### src/rtl/sha256_padder.sv
// Streaming SHA-256 message padder: packs 32-bit big-endian words into 512-bit blocks,
// appends 0x80 / zero fill / 64-bit bit length, and hands each block to the core.
module sha256_padder #(
    parameter int unsigned LEN_W = 64
) (
    input  logic         iClk,
    input  logic         iReset_n,
    input  logic         iIn_valid,
    output logic         oIn_ready,
    input  logic [31:0]  iIn_data,
    input  logic         iIn_last,
    input  logic [2:0]   iIn_bytes,
    output logic [511:0] oBlock,
    output logic         oStart,
    output logic         oLast_block,
    input  logic         iCore_done,
    output logic         oMsg_done,
    output logic         oBusy
);

    localparam int unsigned WORD_W = 32;
    localparam int unsigned NWORDS = 16;
    localparam int unsigned IDX_W  = 5;

    typedef enum logic [2:0] {FILL, PAD, LEN, ISSUE, WAIT} state_t;

    state_t                   state, state_n;
    logic [IDX_W-1:0]         idx, idx_n, idx_inc;
    logic [LEN_W-1:0]         len, len_n;
    logic                     pend, pend_n;
    logic                     tail, tail_n;
    logic [NWORDS*WORD_W-1:0] blk_n;
    logic                     start_n, lastb_n, mdone_n, busy_n;
    logic                     wr_en, adv;
    logic [WORD_W-1:0]        wr_word, tail_word;
    logic [2:0]               b_eff;
    logic [4:0]               sh;

    assign oIn_ready = (state == FILL);

    // State and datapath registers
    always_ff @(posedge iClk or negedge iReset_n) begin
        if (!iReset_n) begin
            state       <= FILL;
            idx         <= '0;
            len         <= '0;
            pend        <= 1'b0;
            tail        <= 1'b0;
            oBlock      <= '0;
            oStart      <= 1'b0;
            oLast_block <= 1'b0;
            oMsg_done   <= 1'b0;
            oBusy       <= 1'b0;
        end else begin
            state       <= state_n;
            idx         <= idx_n;
            len         <= len_n;
            pend        <= pend_n;
            tail        <= tail_n;
            oBlock      <= blk_n;
            oStart      <= start_n;
            oLast_block <= lastb_n;
            oMsg_done   <= mdone_n;
            oBusy       <= busy_n;
        end
    end

    // Next-state, word placement and output pulses
    always_comb begin
        state_n = state;
        idx_n   = idx;
        len_n   = len;
        pend_n  = pend;
        tail_n  = tail;
        blk_n   = oBlock;
        start_n = 1'b0;
        lastb_n = oLast_block;
        mdone_n = 1'b0;
        wr_en   = 1'b0;
        adv     = 1'b0;
        wr_word = '0;
        idx_inc = idx + IDX_W'(1);
        b_eff   = (iIn_bytes > 3'd4) ? 3'd4 : iIn_bytes;
        sh      = {b_eff[1:0], 3'b000};
        // keep the valid leading bytes and drop the 0x80 marker right behind them
        tail_word = (iIn_data & ~(32'hFFFF_FFFF >> sh)) | (32'h8000_0000 >> sh);

        case (state)
            FILL: begin
                if (iIn_valid) begin
                    wr_en = 1'b1;
                    idx_n = idx_inc;
                    if (iIn_last) begin
                        tail_n = 1'b1;
                        adv    = 1'b1;
                        len_n  = len + LEN_W'({b_eff, 3'b000});
                        if (b_eff == 3'd4) begin
                            wr_word = iIn_data;
                            pend_n  = 1'b1;
                        end else begin
                            wr_word = tail_word;
                        end
                    end else begin
                        wr_word = iIn_data;
                        len_n   = len + LEN_W'(WORD_W);
                        if (idx_inc == IDX_W'(NWORDS)) begin
                            state_n = ISSUE;
                            start_n = 1'b1;
                            lastb_n = 1'b0;
                        end
                    end
                end
            end
            PAD: begin
                wr_en   = 1'b1;
                wr_word = pend ? 32'h8000_0000 : '0;
                pend_n  = 1'b0;
                idx_n   = idx_inc;
                adv     = 1'b1;
            end
            LEN: begin
                blk_n[63:0] = 64'(len);
                state_n     = ISSUE;
                start_n     = 1'b1;
                lastb_n     = 1'b1;
            end
            ISSUE: state_n = WAIT;
            WAIT: begin
                if (iCore_done) begin
                    idx_n = '0;
                    if (oLast_block) begin
                        mdone_n = 1'b1;
                        len_n   = '0;
                        lastb_n = 1'b0;
                        tail_n  = 1'b0;
                        state_n = FILL;
                    end else begin
                        state_n = tail ? PAD : FILL;
                    end
                end
            end
            default: state_n = FILL;
        endcase

        // After a padding-phase write: spill to a second block, or go write the length
        if (adv) begin
            if (idx_n == IDX_W'(NWORDS)) begin
                state_n = ISSUE;
                start_n = 1'b1;
                lastb_n = 1'b0;
            end else if (idx_n == IDX_W'(14) && !pend_n) begin
                state_n = LEN;
            end else begin
                state_n = PAD;
            end
        end

        if (wr_en) begin
            for (int i = 0; i < int'(NWORDS); i++) begin
                if (idx[3:0] == 4'(i)) blk_n[(15-i)*WORD_W +: WORD_W] = wr_word;
            end
        end

        busy_n = !(state_n == FILL && idx_n == '0 && len_n == '0);
    end

endmodule
### config.mk
export PLATFORM = sky130hd
export DESIGN_NAME = sha256_padder
export DESIGN_NICKNAME = d
export VERILOG_FILES = /design/src/rtl/sha256_padder.sv
export SDC_FILE = /design/constraint.sdc
export NUM_CORES = 1
export LEC_CHECK = 0
export BUFFER_PORTS_ARGS = -buffer_cell sky130_fd_sc_hd__clkbuf_2
export CAP_MARGIN = 20
export CORE_AREA = 2 2 219 264
export CTS_CLUSTER_DIAMETER = 40
export CTS_CLUSTER_SIZE = 14
export DETAILED_ROUTE_END_ITERATION = 7
export DIE_AREA = 0 0 221 266
export GPL_TIMING_DRIVEN = 1
export PLACE_DENSITY = 0.7
export SETUP_SLACK_MARGIN = 0.3
export SYNTH_ARGS = -nofsm -noshare
export SYNTH_HDL_FRONTEND = slang
export SYNTH_SLANG_ARGS = --single-unit
export TNS_END_PERCENT = 30
### constraint.sdc
create_clock -name iClk -period 4.4 [get_ports iClk]
set_input_delay 0.88 -clock iClk [delete_from_list [all_inputs] [get_ports iClk]]
set_output_delay 0.88 -clock iClk [all_outputs]
set_load 0.01 [all_outputs]
Yosys cells after proc, flatten, opt, wreduce, memory -nomap -nowiden
Index checks and enable logic that the tools add are counted.
{"block": "totals", "register_bits": 590, "input_bits": 40, "out_inout_bits": 517, "wordCells": 144}
{"block": "op_classes", "n_addsub": 3, "order_cmp": 1, "eq_ne": 27, "n_shift": 2, "mux": 58, "bitwise": 3, "n_reduce_logical": 26}
{"cell": "two-way mux 64 bit", "count": 6}
{"cell": "two-way mux 32 bit", "count": 6}
{"cell": "case mux 64 bit (2 select lines)", "count": 1}
{"cell": "adder 64 x 6 -> 64 bit", "count": 1}
{"cell": "adder 64 x 6 -> 64 bit (second input constant)", "count": 1}
{"cell": "logical NOT 64 bit", "count": 1}
{"cell": "case mux 32 bit (2 select lines)", "count": 1}
{"cell": ">> shifter 32 x 5 -> 32 bit (first input constant)", "count": 2}
{"cell": "AND 32 bit", "count": 1}
{"cell": "== test 4 bit (second input constant)", "count": 8}
{"cell": "inverter 32 bit", "count": 1}
{"cell": "OR 32 bit", "count": 1}
{"cell": "AND reduction 2 bit", "count": 14}
{"cell": "two-way mux 1 bit", "count": 26}
{"cell": "two-way mux 3 bit", "count": 6}
{"cell": "== test 4 x 3 -> 1 bit (second input constant)", "count": 4}
{"cell": "case mux 3 bit (5 select lines)", "count": 1}
{"cell": "case mux 5 bit (3 select lines)", "count": 1}
{"cell": "== test 5 bit (second input constant)", "count": 2}
{"cell": "two-way mux 5 bit", "count": 2}
{"cell": "case mux 1 bit (2 select lines)", "count": 5}
{"cell": "== test 4 x 2 -> 1 bit (second input constant)", "count": 2}
{"cell": "== test 3 x 2 -> 1 bit (second input constant)", "count": 2}
{"cell": "== test 3 bit (second input constant)", "count": 2}
{"cell": "16 further kinds", "count": 23}

Depth between registers and ports, before layout
{"block": "depth", "depth_word": 16, "mapped_depth": 13, "mapped_depth_nobuf": 12}

Worst setup path after synthesis
OpenSTA, ideal clock, no wires.
{"block": "synth_path", "path_kind": "input port to flip-flop", "from": "input iIn_bytes[0]", "to": "register oBusy", "setup_ps": 138, "arrival_ps": 3684, "setup_slack_ps": 578, "cell_stages": 12, "cell_sequence": "nor2b_1 -> ha_1 -> fa_1 -> nand2_1 -> a2111o_1 -> or4_4 -> nor3_2 -> o21ai_1 -> nand2_1 -> o21ai_1 -> or4_1 -> or4_1"}
{"block": "synth_via", "elab_cells_between_ends": 21, "cone_classes": "add/sub (1); order compare (1); eq/ne (1); mux (11); reduce/logical (7)"}
{"element": "from (decl)", "line_no": "12", "text": "input logic [2:0] iIn_bytes,"}
{"element": "> comparator 3 bit", "line_no": "83", "text": "b_eff = (iIn_bytes > 3'd4) ? 3'd4 : iIn_bytes;"}
{"element": "two-way mux 3 bit *", "line_no": "83"}
{"element": "adder 64 x 6 -> 64 bit *", "line_no": "96", "text": "len_n = len + LEN_W'({b_eff, 3'b000});"}
{"element": "two-way mux 64 bit *", "line_no": "93", "text": "if (iIn_last) begin"}
{"element": "two-way mux 64 bit *", "line_no": "90", "text": "if (iIn_valid) begin"}
{"element": "case mux 64 bit (2 select lines) *", "line_no": "88", "text": "case (state)"}
{"element": "named net len_n[57]", "line_no": "29", "text": "logic [LEN_W-1:0] len, len_n;"}
{"element": "logical NOT 64 bit *", "line_no": "164", "text": "busy_n = !(state_n == FILL && idx_n == '0 && len_n == '0);"}
{"element": "logical AND 1 bit *", "line_no": "164"}
{"element": "logical NOT 1 bit *", "line_no": "164"}
{"element": "named net busy_n", "line_no": "33", "text": "logic start_n, lastb_n, mdone_n, busy_n;"}
{"element": "to (signal assigned)", "line_no": "64", "text": "oBusy <= busy_n;"}
{"element": "to (decl)", "line_no": "18", "text": "output logic oBusy"}
The timed path passes the listed nets; every way through them passes the cells marked *.
A chain may end at the register's enable or synchronous reset.

Worst setup path in the final report
{"block": "layout_path", "from": "register len[37]", "to": "register oBusy"}
{"block": "layout_via", "elab_chain_cells": 7, "elab_cells_between_ends": 10, "cone_classes": "add/sub (2); mux (5); reduce/logical (3)"}
{"element": "from (decl)", "line_no": "29"}
{"element": "from (signal assigned)", "line_no": "57", "text": "len <= len_n;"}
{"element": "adder 64 x 6 -> 64 bit, on equally long branches", "line_no": "105, 96"}
{"element": "two-way mux 64 bit", "line_no": "93"}
{"element": "two-way mux 64 bit", "line_no": "90"}
{"element": "case mux 64 bit (2 select lines) *", "line_no": "88"}
{"element": "logical NOT 64 bit *", "line_no": "164"}
{"element": "logical AND 1 bit *", "line_no": "164"}
{"element": "logical NOT 1 bit *", "line_no": "164"}
{"element": "named net busy_n", "line_no": "33"}
Marks and branches as above.

==> results by group <==
STA
  • Number of failing hold endpoints at the final stage: 0
  • Final Skew: ~0.032 ns
  • Tightest slew margin relative to the limit: between 20% and 30%
  • # setup viols final: 0
  • Worst hold slack after final layout: ~0.22 ns
  • Fin crit period: approximately 3.9 ns
  • Period Utilization, post-route: 88.91%
  • Timing-limited maximum frequency: between 0.2 and 0.3 GHz
  • Pins Over Slew Limit: 0
  • Unrepaired setup endpoints after global routing: false
  • Setup TNS: 0 ns
  • Transition time at the pin with the least slew margin: ~1.2 ns

Yosys
  • Cell area after technology mapping: 24500 µm²
  • Sequential cell area fraction in the yosys report: about three fifths
  • Gate count after technology mapping: around 2500
  • Post-synthesis register bit count: 590
  • Post-synth EDFFs: 0
  • Syn Area/Cell: 9.841 µm²
  • Nets in the synthesized netlist: about 2500
  • Unique masters post-synth: 85
  • FFs w/ async S/R, synth: 100.0%
  • Top_reg_cell synth: dfrtp_1
  • Synth warn: 0

Cells and area
  • Final Net Count: slightly above 3000
  • Non-filler cells in the finished layout: ~3800
  • Layout cell share with drive strength beyond 1: between 20% and 30%
  • Most frequent cells in the layout: nand2_1 (593), dfrtp_1 (590), clkbuf_2 (555)
  • Area growth syn-to-layout: 27.11%
  • Most frequent standard cell in the layout excluding fill and tap cells: nand2_1
  • Final Core Density: around 55%

Power and ir drop
  • Comb power frac: about a third
  • P_sw: between 8000 and 9000 µW
  • Power per Cell Area: about 730 nW/µm²
  • Sw frac: ~40%
  • Leak: ~0.015 µW
  • Sequential fraction of design power: between 30% and 40%
  • Peak ir drop on the vdd network: between 0.6 and 0.7 mV
  • Fraction of power consumed by the clock network: 29.2%
  • Sum of internal, switching and leakage power: between 20000 and 25000 µW
  • Internal: ~14000 µW

Clock network
  • Hold-fix buffers, CTS: 0
  • CTS H-tree depth: 3
  • Worst-case clock buffer depth: 3
  • TritonCTS buffer count: 78
  • Clock tree from TritonCTS: done
  • Clk slew on worst S/H paths: approximately 0.06 ns
  • Clock Sinks: slightly below 600
  • Skew-Pair Late Insertion Delay: 0.63 ns
  • Cell at the root of the clock tree: clkbuf_16

Setup path
  • Cell with the largest stage delay on the worst path: or4_1
  • Startpoint kind of the worst setup timing path: register
  • Largest stage delay on the critical path: 0.55 ns
  • Sort of element at the end of the critical path: register
  • Data arrival, critical path: around 4.4 ns
  • Critical path start-end classification: reg -> reg
  • Max Fanout on Critical Path: 6
  • Cell-by-cell listing of the critical path: nand3_1, nor4_2, nand4_1, nor4_2, nor2_1, a2111oi_0, buf_4, and4b_1, nand4_1, or4_1
  • Number of cells on the critical path: 10
  • Register-to-Register Path Depth: 10
  • Worst path top cell family by delay: simple AND/OR/NAND/NOR gates
  • Count of buffering cells on the critical path with inverters included: 1
  • Endpoint required time on the critical path: roughly 4.9 ns

Place
  • Number of instances in the placed design: approximately 3700
  • HPWL Detailed: between 60000 and 70000 µm
  • Number of port buffers: 556
  • Placer congestion estimate: roughly 1

Global routing
  • Total routing usage reported by global routing: between 30% and 40%
  • Initial antenna violation count: 5
  • Overall overflow remaining after global route: 0
  • Largest net degree at the start of global routing: between 80 and 90
  • Vias in the first global route: 21445
  • Global-route wire length before repair: roughly 140000 µm

Floorplan
  • Die Area: ~59000 µm²
  • Total core area: 56570 µm²
  • I/O Pins: 557
  • Horiz. Die Dim: ~220 µm
  • Die H: approximately 270 µm
  • Number of cell rows: between 90 and 100
  • Initial Utilization: between 40% and 50%

Routing
  • DRC Markers: 0
  • Vias per Instance: about 5.7
  • Remaining antenna violation count: 0
  • DRT iter0 DRCs: 1976
  • 1st-pass router iterations: 5
  • Via count: ~22000
  • Total detailed-routing wirelength: 95130 µm
  • Avg WL per Cell: ~25 µm

Min path
  • Class of the tightest hold or removal check: in -> async

Job
  • Max-cap violation count: 0

Status
  • Run status: finished clean
worst paths after layout:
check	startpoint	slack [ns]	to
worst max register to register	len[37]	0.49	oBusy
worst max-delay path	len[37]	0.49	oBusy
worst min register to register	oBlock[413]	0.48	oBlock[413]
max in group asynchronous	iReset_n	2.88	oBlock[285]
worst min-delay path	iReset_n	0.22	oBlock[437]
min in group iClk	oBlock[413]	0.48	oBlock[413]
timing repair:
action | CTS | global route
buffers inserted | 0 | 0
gates resized for setup | 0 | 2
setup endpoints to repair | 0 | 1
cells in the mapped netlist, drive strengths merged (4+ instances only):
cell type | instances | share of area, %
o21ai | 550 | 11
o41ai | 5 | 0.18
dfrtp | 590 | 60
or4 | 13 | 0.43
a31oi | 17 | 0.43
and2 | 9 | 0.24
mux2 | 36 | 1.7
or2 | 7 | 0.18
a21oi | 50 | 1.0
nand2 | 605 | 9.3
nand4 | 38 | 1.2
buf | 21 | 0.61
nand2b | 4 | 0.10
clkbuf | 174 | 3.0
nand3b | 4 | 0.12
inv | 14 | 0.21
xnor2 | 5 | 0.18
nor2b | 40 | 1.0
nand3 | 41 | 0.91
nor2 | 53 | 0.84
nor3 | 38 | 0.84
nor4b | 4 | 0.14
nor4 | 23 | 0.76
o31ai | 10 | 0.31
and3 | 6 | 0.15
o211ai | 12 | 0.37
ha | 9 | 0.46
o31a | 5 | 0.18
a211oi | 33 | 1.0
a21o | 10 | 0.32
or3 | 12 | 0.31
sequential cells by signal, indices dropped and copies added (netlist names), 3 cells and up:
signal and count:
oBlock 512, len 64, idx 5, state 3
power groups by stage:
stage,combinational (µW),sequential (µW),clock [µW]
3_5_place_dp,7460,8620,0
3_3_place_gp,7300,8530,0
4_1_cts,7510,8530,6690
6_report,7510,8570,6630
2_1_floorplan,2910,9230,0
5_1_grt,8160,8780,6940
per-layer routing:
layer | GRT usage [%] | share of wire [%] | vias up
li1 | - | - | 9755
met1 | 39.29 | 38 | 10933
met2 | 52.80 | 49 | 1069
met3 | 6.639 | 7.2 | 258
met4 | 18.05 | 6.1 | 2
met5 | 0 | 0.017 | -
worst reg2reg max path: cells and delay by family (launching register included):
kind,cells,cell delay [ns]
and+or+nand+nor,8,2.50
DFF,1,0.54
AOI/OAI and AO/OA,1,0.52
buffers and inverters,1,0.20
metrics by stage:
step	setup WS (ns)	area (µm²)
after global routing	0.3006	31140
after detailed placement	-0.001988	28370
after CTS	0.3105	31100
final	0.4878	31150
after global placement	0.07466	28330
after floorplan	0.5777	24500
kinds of logic (layout without fill, tap and decap cells):
| kind of cell | after synthesis | after routing | share of synthesized area [%] |
|---|---|---|---|
| compound gates | 723 | 723 | 16.19 |
| xor+xnor | 8 | 8 | 0.2859 |
| fa+ha+maj | 10 | 10 | 0.5412 |
| buf+inv | 210 | 829 | 3.952 |
| flops | 590 | 590 | 60.25 |
| mux | 39 | 39 | 1.792 |
| other cells | 0 | 4 | 0 |
| simple gates | 910 | 910 | 16.99 |
final cells by class:
cell class / instances / area [µm²]
Clock buffer: 93 / 2078
Multi-Input combinational cell: 1690 / 8843
Clock inverter: 47 / 654.4
Fill cell: 4957 / 25430
Tap cell: 735 / 919.6
Timing Repair Buffer: 675 / 3826
Antenna cell: 4 / 10.01
Inverter: 14 / 52.55
Sequential cell: 590 / 14760
No activity file was read; power rests on OpenSTA's default activity.
